File: src/rtl/correlator_pkg.sv
// Shared types and constants for the correlator BRAM read sequencer.
package correlator_pkg;

    localparam int BRAM_ADDR_WIDTH_DEF = 10;
    localparam int CNT_W               = 8;

    typedef enum logic [2:0] {
        ST_IDLE     = 3'd0,
        ST_WAIT_ACC = 3'd1,
        ST_ISSUE    = 3'd2,
        ST_DRAIN    = 3'd3,
        ST_FINISH   = 3'd4
    } state_e;

    // Tag carried alongside each issued row until its BRAM data emerges.
    typedef struct packed {
        logic             valid;
        logic             last;
        logic [CNT_W-1:0] idx;
    } row_tag_t;

endpackage

File: src/rtl/correlator_read_sequencer_if.sv
// Command/offset/strobe bundle between register bank, sequencer and correlator datapath.
interface correlator_read_sequencer_if
    import correlator_pkg::*;
#(
    parameter int BRAM_ADDR_WIDTH = BRAM_ADDR_WIDTH_DEF
);
    logic                       start;
    logic                       abort;
    logic [BRAM_ADDR_WIDTH-1:0] curr_base;
    logic [BRAM_ADDR_WIDTH-1:0] prev_base;
    logic [BRAM_ADDR_WIDTH-1:0] row_base;
    logic                       acc_ready;
    logic [BRAM_ADDR_WIDTH-1:0] bram_read_addr;
    logic [BRAM_ADDR_WIDTH-1:0] curr_frame_bram_offset;
    logic [BRAM_ADDR_WIDTH-1:0] prev_frame_bram_offset;
    logic                       row_valid;
    logic                       row_last;
    logic [CNT_W-1:0]           shift_idx;
    logic                       busy;
    logic                       done;
    logic                       intr_event;

    modport master (
        output start, abort, curr_base, prev_base, row_base, acc_ready,
        input  bram_read_addr, curr_frame_bram_offset, prev_frame_bram_offset,
               row_valid, row_last, shift_idx, busy, done, intr_event
    );

    modport slave (
        input  start, abort, curr_base, prev_base, row_base, acc_ready,
        output bram_read_addr, curr_frame_bram_offset, prev_frame_bram_offset,
               row_valid, row_last, shift_idx, busy, done, intr_event
    );
endinterface

File: src/rtl/corr_row_delay.sv
// Fixed-depth pipeline aligning row tags with BRAM read data; flush empties every stage.
module corr_row_delay
    import correlator_pkg::*;
#(
    parameter int LATENCY = 2
) (
    input  logic     clk_i,
    input  logic     rst_i,
    input  logic     flush_i,
    input  row_tag_t tag_i,
    output row_tag_t tag_o
);
    row_tag_t pipe_q [LATENCY];

    always_ff @(posedge clk_i) begin
        if (rst_i || flush_i) begin
            for (int i = 0; i < LATENCY; i++) begin
                pipe_q[i] <= '0;
            end
        end else begin
            pipe_q[0] <= tag_i;
            for (int i = 1; i < LATENCY; i++) begin
                pipe_q[i] <= pipe_q[i-1];
            end
        end
    end

    assign tag_o = pipe_q[LATENCY-1];
endmodule

File: src/rtl/correlator_read_sequencer.sv
// Sweeps one block of rows per vertical shift candidate and emits latency-aligned row strobes.
module correlator_read_sequencer
    import correlator_pkg::*;
#(
    parameter int BRAM_ADDR_WIDTH = BRAM_ADDR_WIDTH_DEF,
    parameter int ROWS_PER_BLOCK  = 16,
    parameter int NUM_SHIFTS      = 16,
    parameter int BRAM_LATENCY    = 2
) (
    input  logic                      Bus2IP_Clk,
    input  logic                      Bus2IP_Reset,
    correlator_read_sequencer_if.slave bus
);
    localparam int               AW     = BRAM_ADDR_WIDTH;
    localparam logic [CNT_W-1:0] R_LAST = CNT_W'(ROWS_PER_BLOCK - 1);
    localparam logic [CNT_W-1:0] S_LAST = CNT_W'(NUM_SHIFTS - 1);
    localparam logic [CNT_W-1:0] D_LAST = CNT_W'(BRAM_LATENCY - 1);

    state_e           state_q, state_d;
    logic [CNT_W-1:0] r_q, r_d, s_q, s_d, drain_q, drain_d;
    logic [AW-1:0]    addr_q, addr_d, curr_q, curr_d;
    logic [AW-1:0]    prev_base_q, prev_base_d, row_base_q, row_base_d;
    logic [AW-1:0]    prev_off_q, prev_off_d;
    logic             busy_q, done_q, intr_q;
    logic             issue, flush, abort_hit;
    row_tag_t         tag_in, tag_out;

    // FINISH is excluded: the run has already completed and is signalling its own event.
    assign abort_hit = bus.abort &&
                       (state_q inside {ST_WAIT_ACC, ST_ISSUE, ST_DRAIN});

    always_comb begin
        state_d     = state_q;
        r_d         = r_q;
        s_d         = s_q;
        drain_d     = drain_q;
        addr_d      = addr_q;
        curr_d      = curr_q;
        prev_base_d = prev_base_q;
        row_base_d  = row_base_q;
        prev_off_d  = prev_off_q;
        issue       = 1'b0;
        flush       = 1'b0;

        if (abort_hit) begin
            state_d = ST_IDLE;
            flush   = 1'b1;
        end else begin
            case (state_q)
                ST_IDLE: begin
                    if (bus.start && !bus.abort) begin
                        state_d     = ST_WAIT_ACC;
                        curr_d      = bus.curr_base;
                        prev_base_d = bus.prev_base;
                        row_base_d  = bus.row_base;
                        prev_off_d  = bus.prev_base;
                        r_d         = '0;
                        s_d         = '0;
                        drain_d     = '0;
                    end
                end
                ST_WAIT_ACC: begin
                    if (bus.acc_ready) begin
                        state_d = ST_ISSUE;
                        addr_d  = row_base_q;
                    end
                end
                ST_ISSUE: begin
                    issue = 1'b1;
                    if (r_q == R_LAST) begin
                        r_d     = '0;
                        drain_d = '0;
                        state_d = ST_DRAIN;
                    end else begin
                        r_d    = r_q + 8'd1;
                        addr_d = addr_q + AW'(1);
                    end
                end
                ST_DRAIN: begin
                    if (drain_q == D_LAST) begin
                        s_d     = s_q + 8'd1;
                        drain_d = '0;
                        if (s_q == S_LAST) begin
                            state_d = ST_FINISH;
                        end else begin
                            state_d    = ST_WAIT_ACC;
                            prev_off_d = prev_base_q + AW'(s_d);
                        end
                    end else begin
                        drain_d = drain_q + 8'd1;
                    end
                end
                ST_FINISH: state_d = ST_IDLE;
                default:   state_d = ST_IDLE;
            endcase
        end
    end

    always_comb begin
        tag_in = '0;
        if (issue) begin
            tag_in.valid = 1'b1;
            tag_in.last  = (r_q == R_LAST);
            tag_in.idx   = s_q;
        end
    end

    always_ff @(posedge Bus2IP_Clk) begin
        if (Bus2IP_Reset) begin
            state_q     <= ST_IDLE;
            r_q         <= '0;
            s_q         <= '0;
            drain_q     <= '0;
            addr_q      <= '0;
            curr_q      <= '0;
            prev_base_q <= '0;
            row_base_q  <= '0;
            prev_off_q  <= '0;
            busy_q      <= 1'b0;
            done_q      <= 1'b0;
            intr_q      <= 1'b0;
        end else begin
            state_q     <= state_d;
            r_q         <= r_d;
            s_q         <= s_d;
            drain_q     <= drain_d;
            addr_q      <= addr_d;
            curr_q      <= curr_d;
            prev_base_q <= prev_base_d;
            row_base_q  <= row_base_d;
            prev_off_q  <= prev_off_d;
            busy_q      <= (state_d inside {ST_WAIT_ACC, ST_ISSUE, ST_DRAIN});
            done_q      <= (state_d == ST_FINISH);
            intr_q      <= (state_d == ST_FINISH) || abort_hit;
        end
    end

    corr_row_delay #(
        .LATENCY (BRAM_LATENCY)
    ) u_row_delay (
        .clk_i   (Bus2IP_Clk),
        .rst_i   (Bus2IP_Reset),
        .flush_i (flush),
        .tag_i   (tag_in),
        .tag_o   (tag_out)
    );

    assign bus.bram_read_addr         = addr_q;
    assign bus.curr_frame_bram_offset = curr_q;
    assign bus.prev_frame_bram_offset = prev_off_q;
    assign bus.row_valid              = tag_out.valid;
    assign bus.row_last               = tag_out.last;
    assign bus.shift_idx              = tag_out.idx;
    assign bus.busy                   = busy_q;
    assign bus.done                   = done_q;
    assign bus.intr_event             = intr_q;
endmodule
File: src/flat_wrapper.sv
// flat-port wrapper written by rule: the top's interface ports become plain ports
module correlator_read_sequencer_flat import correlator_pkg::*;
#(
    parameter int BRAM_ADDR_WIDTH = BRAM_ADDR_WIDTH_DEF,
    parameter int ROWS_PER_BLOCK  = 16,
    parameter int NUM_SHIFTS      = 16,
    parameter int BRAM_LATENCY    = 2
)
  (Bus2IP_Clk, Bus2IP_Reset, bus_start, bus_abort, bus_curr_base, bus_prev_base, bus_row_base, bus_acc_ready, bus_bram_read_addr, bus_curr_frame_bram_offset, bus_prev_frame_bram_offset, bus_row_valid, bus_row_last, bus_shift_idx, bus_busy, bus_done, bus_intr_event);
  correlator_read_sequencer_if #(.BRAM_ADDR_WIDTH(BRAM_ADDR_WIDTH)) bus_i ();
  input  logic Bus2IP_Clk;
  input  logic Bus2IP_Reset;
  input wire logic [$bits(bus_i.start)-1:0] bus_start;
  input wire logic [$bits(bus_i.abort)-1:0] bus_abort;
  input wire logic [$bits(bus_i.curr_base)-1:0] bus_curr_base;
  input wire logic [$bits(bus_i.prev_base)-1:0] bus_prev_base;
  input wire logic [$bits(bus_i.row_base)-1:0] bus_row_base;
  input wire logic [$bits(bus_i.acc_ready)-1:0] bus_acc_ready;
  output wire logic [$bits(bus_i.bram_read_addr)-1:0] bus_bram_read_addr;
  output wire logic [$bits(bus_i.curr_frame_bram_offset)-1:0] bus_curr_frame_bram_offset;
  output wire logic [$bits(bus_i.prev_frame_bram_offset)-1:0] bus_prev_frame_bram_offset;
  output wire logic [$bits(bus_i.row_valid)-1:0] bus_row_valid;
  output wire logic [$bits(bus_i.row_last)-1:0] bus_row_last;
  output wire logic [$bits(bus_i.shift_idx)-1:0] bus_shift_idx;
  output wire logic [$bits(bus_i.busy)-1:0] bus_busy;
  output wire logic [$bits(bus_i.done)-1:0] bus_done;
  output wire logic [$bits(bus_i.intr_event)-1:0] bus_intr_event;
  assign bus_i.start = bus_start;
  assign bus_i.abort = bus_abort;
  assign bus_i.curr_base = bus_curr_base;
  assign bus_i.prev_base = bus_prev_base;
  assign bus_i.row_base = bus_row_base;
  assign bus_i.acc_ready = bus_acc_ready;
  assign bus_bram_read_addr = bus_i.bram_read_addr;
  assign bus_curr_frame_bram_offset = bus_i.curr_frame_bram_offset;
  assign bus_prev_frame_bram_offset = bus_i.prev_frame_bram_offset;
  assign bus_row_valid = bus_i.row_valid;
  assign bus_row_last = bus_i.row_last;
  assign bus_shift_idx = bus_i.shift_idx;
  assign bus_busy = bus_i.busy;
  assign bus_done = bus_i.done;
  assign bus_intr_event = bus_i.intr_event;
  correlator_read_sequencer #(.BRAM_ADDR_WIDTH(BRAM_ADDR_WIDTH), .ROWS_PER_BLOCK(ROWS_PER_BLOCK), .NUM_SHIFTS(NUM_SHIFTS), .BRAM_LATENCY(BRAM_LATENCY)) u_core (.Bus2IP_Clk(Bus2IP_Clk), .Bus2IP_Reset(Bus2IP_Reset), .bus(bus_i));
endmodule
File: config.mk
export PLATFORM = sky130hd
export DESIGN_NAME = correlator_read_sequencer_flat
export DESIGN_NICKNAME = d
export VERILOG_FILES = /design/src/rtl/correlator_pkg.sv /design/src/rtl/correlator_read_sequencer_if.sv /design/src/rtl/corr_row_delay.sv /design/src/rtl/correlator_read_sequencer.sv /design/src/flat_wrapper.sv
export SDC_FILE = /design/constraint.sdc
export NUM_CORES = 1
export LEC_CHECK = 0
export CORE_ASPECT_RATIO = 0.6
export CORE_UTILIZATION = 48
export DETAILED_ROUTE_END_ITERATION = 8
export PLACE_DENSITY = 0.76
export SYNTH_ARGS = -nofsm -noshare
export SYNTH_HDL_FRONTEND = slang
export SYNTH_SLANG_ARGS = --single-unit
File: constraint.sdc
create_clock -name Bus2IP_Clk -period 2.4 [get_ports Bus2IP_Clk]
set_input_delay 0.72 -clock Bus2IP_Clk [delete_from_list [all_inputs] [get_ports Bus2IP_Clk]]
set_output_delay 0.72 -clock Bus2IP_Clk [all_outputs]
set_load 0.005 [all_outputs]
==> results.toml <==
[global_route]
gr-total-overflow = 0
grt_pass1_wl_um = 20200
track_usage = 0.256
grt_pass1_vias = 4185
antenna_found_initial = 0
grt_max_degree = 54

[power_and_ir_drop]
p_leak_uw = 0.00243
switchingPower_uw = 872
power.density_nw_per_um2 = 574
irDropWorstVdd_mv = 0.347
sw_frac_of_total = 0.243
seqPwrFrac = 0.486
power_frac_comb = 0.120
power.share.clock = 0.393
p_int_uw = 2710

[logic_synthesis]
ys_dominant_reg_cell = "dfxtp_1"
synth_warnings = 0
syn_inst = 563
syn_nets = 612
synth-seq-area-share = 0.428
synth_edf_count = 0
synthArstFlopShare = 0
netlist_area_um2 = 4670
synth_seq_cells = 100
synth.distinct_cells = 60
synth_area_per_cell_um2 = 8.30

[floorplanning]
fp.dieW_um = 129
start_util = 0.501
die_y_um = 78.4
die_area_um2 = 10100
core_um2 = 9320
rows = 27
io_pins = 78

[setup_path]
startpoint_type = "flip-flop"
required_ns = 2.63
worstSetupPathType = "reg2reg"
end_kind = "flip-flop"
crit_fanout = 4
cp.arrival_ns = 2.53

[timing]
finalMaxSlewViolations = 0
period_needed_ns = 2.30
hold_viol_final = 0
rsz0062_at_grt = "true"
maxSlewHeadroom = 0.564
setup_violations = 0
finClkSkew_ns = 0.00909
timing.hold.ws_ns = 0.430
worst_pin_slew_ns = 0.647
fin_ws_ns = 0.101
post-route-period-util = 0.958
clock.fmax_mhz = 435

[clock_tree]
cts_tree = "built"
cts_sinks = 100
ctsHoldBuffers = 0
numCtsBuffers = 9
clockBufferDepth = 2
clk_pin_slew_ns = 0.07
cts-root-buf = "clkbuf_16"
clock_latency_ns = 0.35
h-tree-depth = 3

[final_layout]
drive_above_1_share = 0.154
fill_cells = 765
regArea_um2 = 2010
multi_input_area_um2 = 2500
final_nets = 720
area_growth_pct = 33.6
antenna_cells = 0

[status]
run_status = "completed"

[detailed_routing]
drc = 0
post_drt_wl_per_cell_um = 15.1
route.vias.total = 4399
drtPass1Iterations = 5
postRouteAntennaNets = 0
routed_wirelength_um = 12200
via_per_inst = 5.46
drt_iter0_drc = 348

[flow_run]
max_cap_viol_count = 0

[placed_design]
place_hpwl_um = 8750
io_buffers = 77
post-place-ws_ns = -0.249
gp_congestion = 0.922

[min_path]
min_path_type = "reg2reg"
-- power groups by stage --
stage / Clock (uW) / Combinational (uW) / Sequential, uW
after floorplan: 0 / 211 / 1770
after global placement: 0 / 413 / 1780
after detailed placement: 0 / 425 / 1780
after CTS: 1420 / 428 / 1740
after global routing: 1510 / 473 / 1750
final: 1410 / 432 / 1740
-- placed cells by master (no fill, tap or decap), types with 6 or more instances in the layout --
master            n
nand2_1          98
dfxtp_1          97
clkdlybuf4s50_1  76
a21oi_1          58
buf_4            56
nor2_1           43
o21ai_0          20
and3_1           15
and2_1           14
xnor2_1          13
inv_1            13
nor3_1           13
nand3_1          12
ha_1             12
clkbuf_16         9
xor2_1            8
or3_1             7
nor4_1            6
a31oi_1           6
-- layout make-up --
| cell class | count | share of cell area |
|---|---|---|
| multi-input cells | 412 | 0.401 |
| flip-flops and latches | 100 | 0.322 |
| repair buffers | 135 | 0.196 |
| clock buffers | 13 | 0.0433 |
| well taps | 130 | 0.0260 |
| inverters | 13 | 0.00781 |
| clock inverters | 3 | 0.00321 |
-- synth_stat cells, types with 3 or more instances --
| cell type | instances | area [um2] |
|---|---|---|
| o211ai_1 | 3 | 22.5 |
| nor2_1 | 44 | 165 |
| nor3_1 | 14 | 70.1 |
| xor2_1 | 8 | 70.1 |
| a311oi_1 | 5 | 43.8 |
| and3_1 | 15 | 93.8 |
| or2_2 | 5 | 31.3 |
| xnor2_1 | 14 | 123 |
| mux2i_1 | 3 | 30.0 |
| and2_1 | 14 | 87.6 |
| dfxtp_1 | 100 | 2000 |
| a211oi_1 | 4 | 30.0 |
| a21oi_1 | 58 | 290 |
| o21ai_0 | 23 | 115 |
| inv_1 | 13 | 48.8 |
| buf_6 | 3 | 33.8 |
| nand2_1 | 98 | 368 |
| nand3_1 | 14 | 70.1 |
| ha_1 | 13 | 163 |
| nand2b_1 | 3 | 18.8 |
| buf_2 | 8 | 40.0 |
| or4_1 | 3 | 22.5 |
| nor4_1 | 7 | 43.8 |
| or3_1 | 7 | 43.8 |
| o32ai_1 | 3 | 26.3 |
| clkbuf_1 | 18 | 67.6 |
| nor2b_1 | 3 | 18.8 |
| buf_4 | 8 | 60.1 |
| a31oi_1 | 6 | 37.5 |
| o21a_1 | 3 | 22.5 |
| a21o_1 | 3 | 22.5 |
| nand4_1 | 4 | 25.0 |
-- critical path, stage by stage (launching register included) --
cell	delay, ns
dfxtp_4	0.39
ha_4	0.17
nand3_4	0.09
xnor2_2	0.16
ha_1	0.34
buf_4	0.16
nand3_1	0.07
o211ai_1	0.20
or3_1	0.40
a31oi_1	0.14
a21oi_1	0.08
-- registers in the layout, summed over array words and instances, names as in the netlist --
| register | cells |
|---|---|
| u_core.bus.busy | 1 |
| u_core.prev_base_q | 10 |
| u_core.row_base_q | 10 |
| u_core.s_q | 8 |
| u_core.bus.curr_frame_bram_offset | 10 |
| u_core.bus.intr_event | 1 |
| u_core.state_q | 3 |
| u_core.r_q | 8 |
| u_core.u_row_delay.pipe_q | 20 |
| u_core.drain_q | 8 |
| u_core.bus.bram_read_addr | 10 |
| u_core.bus.prev_frame_bram_offset | 10 |
| u_core.bus.done | 1 |
-- metrics by stage --
| stage | TNS (ns) | utilization | instances | cell area [um2] | total power (uW) |
|---|---|---|---|---|---|
| final | 0 | 0.670 | 806 | 6240 | 3580 |
| after global routing | -0.0658 | 0.670 | 806 | 6240 | 3730 |
| after CTS | 0 | 0.659 | 803 | 6150 | 3600 |
| after detailed placement | -8.69 | 0.626 | 787 | 5840 | 2210 |
| after global placement | -6.34 | 0.626 | 787 | 5840 | 2190 |
| after floorplan | 0 | - | 563 | 4670 | 1980 |
-- per-layer routing --
layer,vias up,global-route usage,wire (um)
met3,21,0.0539,685
li1,2180,-,-
met4,0,0.0635,131
met5,-,0,0
met1,2067,0.356,6010
met2,131,0.403,5380
-- logic make-up (layout without fill, tap and decap cells) --
group | after synthesis | after routing | synth area share
simple gates | 244 | 244 | 0.255
compound gates | 128 | 128 | 0.173
flops | 100 | 100 | 0.428
buf+inv | 51 | 164 | 0.0543
xor+xnor | 22 | 22 | 0.0412
fa+ha+maj | 14 | 14 | 0.0391
mux | 4 | 4 | 0.00884
-- final timing paths --
check / startpoint / endpoint / slack, ns / cells past startpoint
max reg2reg: u_core.s_q[1] / u_core.bus.prev_frame_bram_offset[5] / 0.10 / 10
max: u_core.s_q[1] / u_core.bus.prev_frame_bram_offset[5] / 0.10 / 10
min reg2reg: u_core.u_row_delay.pipe_q[0][6] / u_core.u_row_delay.pipe_q[0][16] / 0.43 / 1
min: u_core.u_row_delay.pipe_q[0][6] / u_core.u_row_delay.pipe_q[0][16] / 0.43 / 1
-- what timing repair did --
action,CTS,global route
endpoints found under the hold margin,0,0
setup endpoints to repair,4,5
gates resized for setup,6,17
pin swaps,2,10
buffers inserted,0,3
Note: power is estimated with default switching activity, not from simulation.
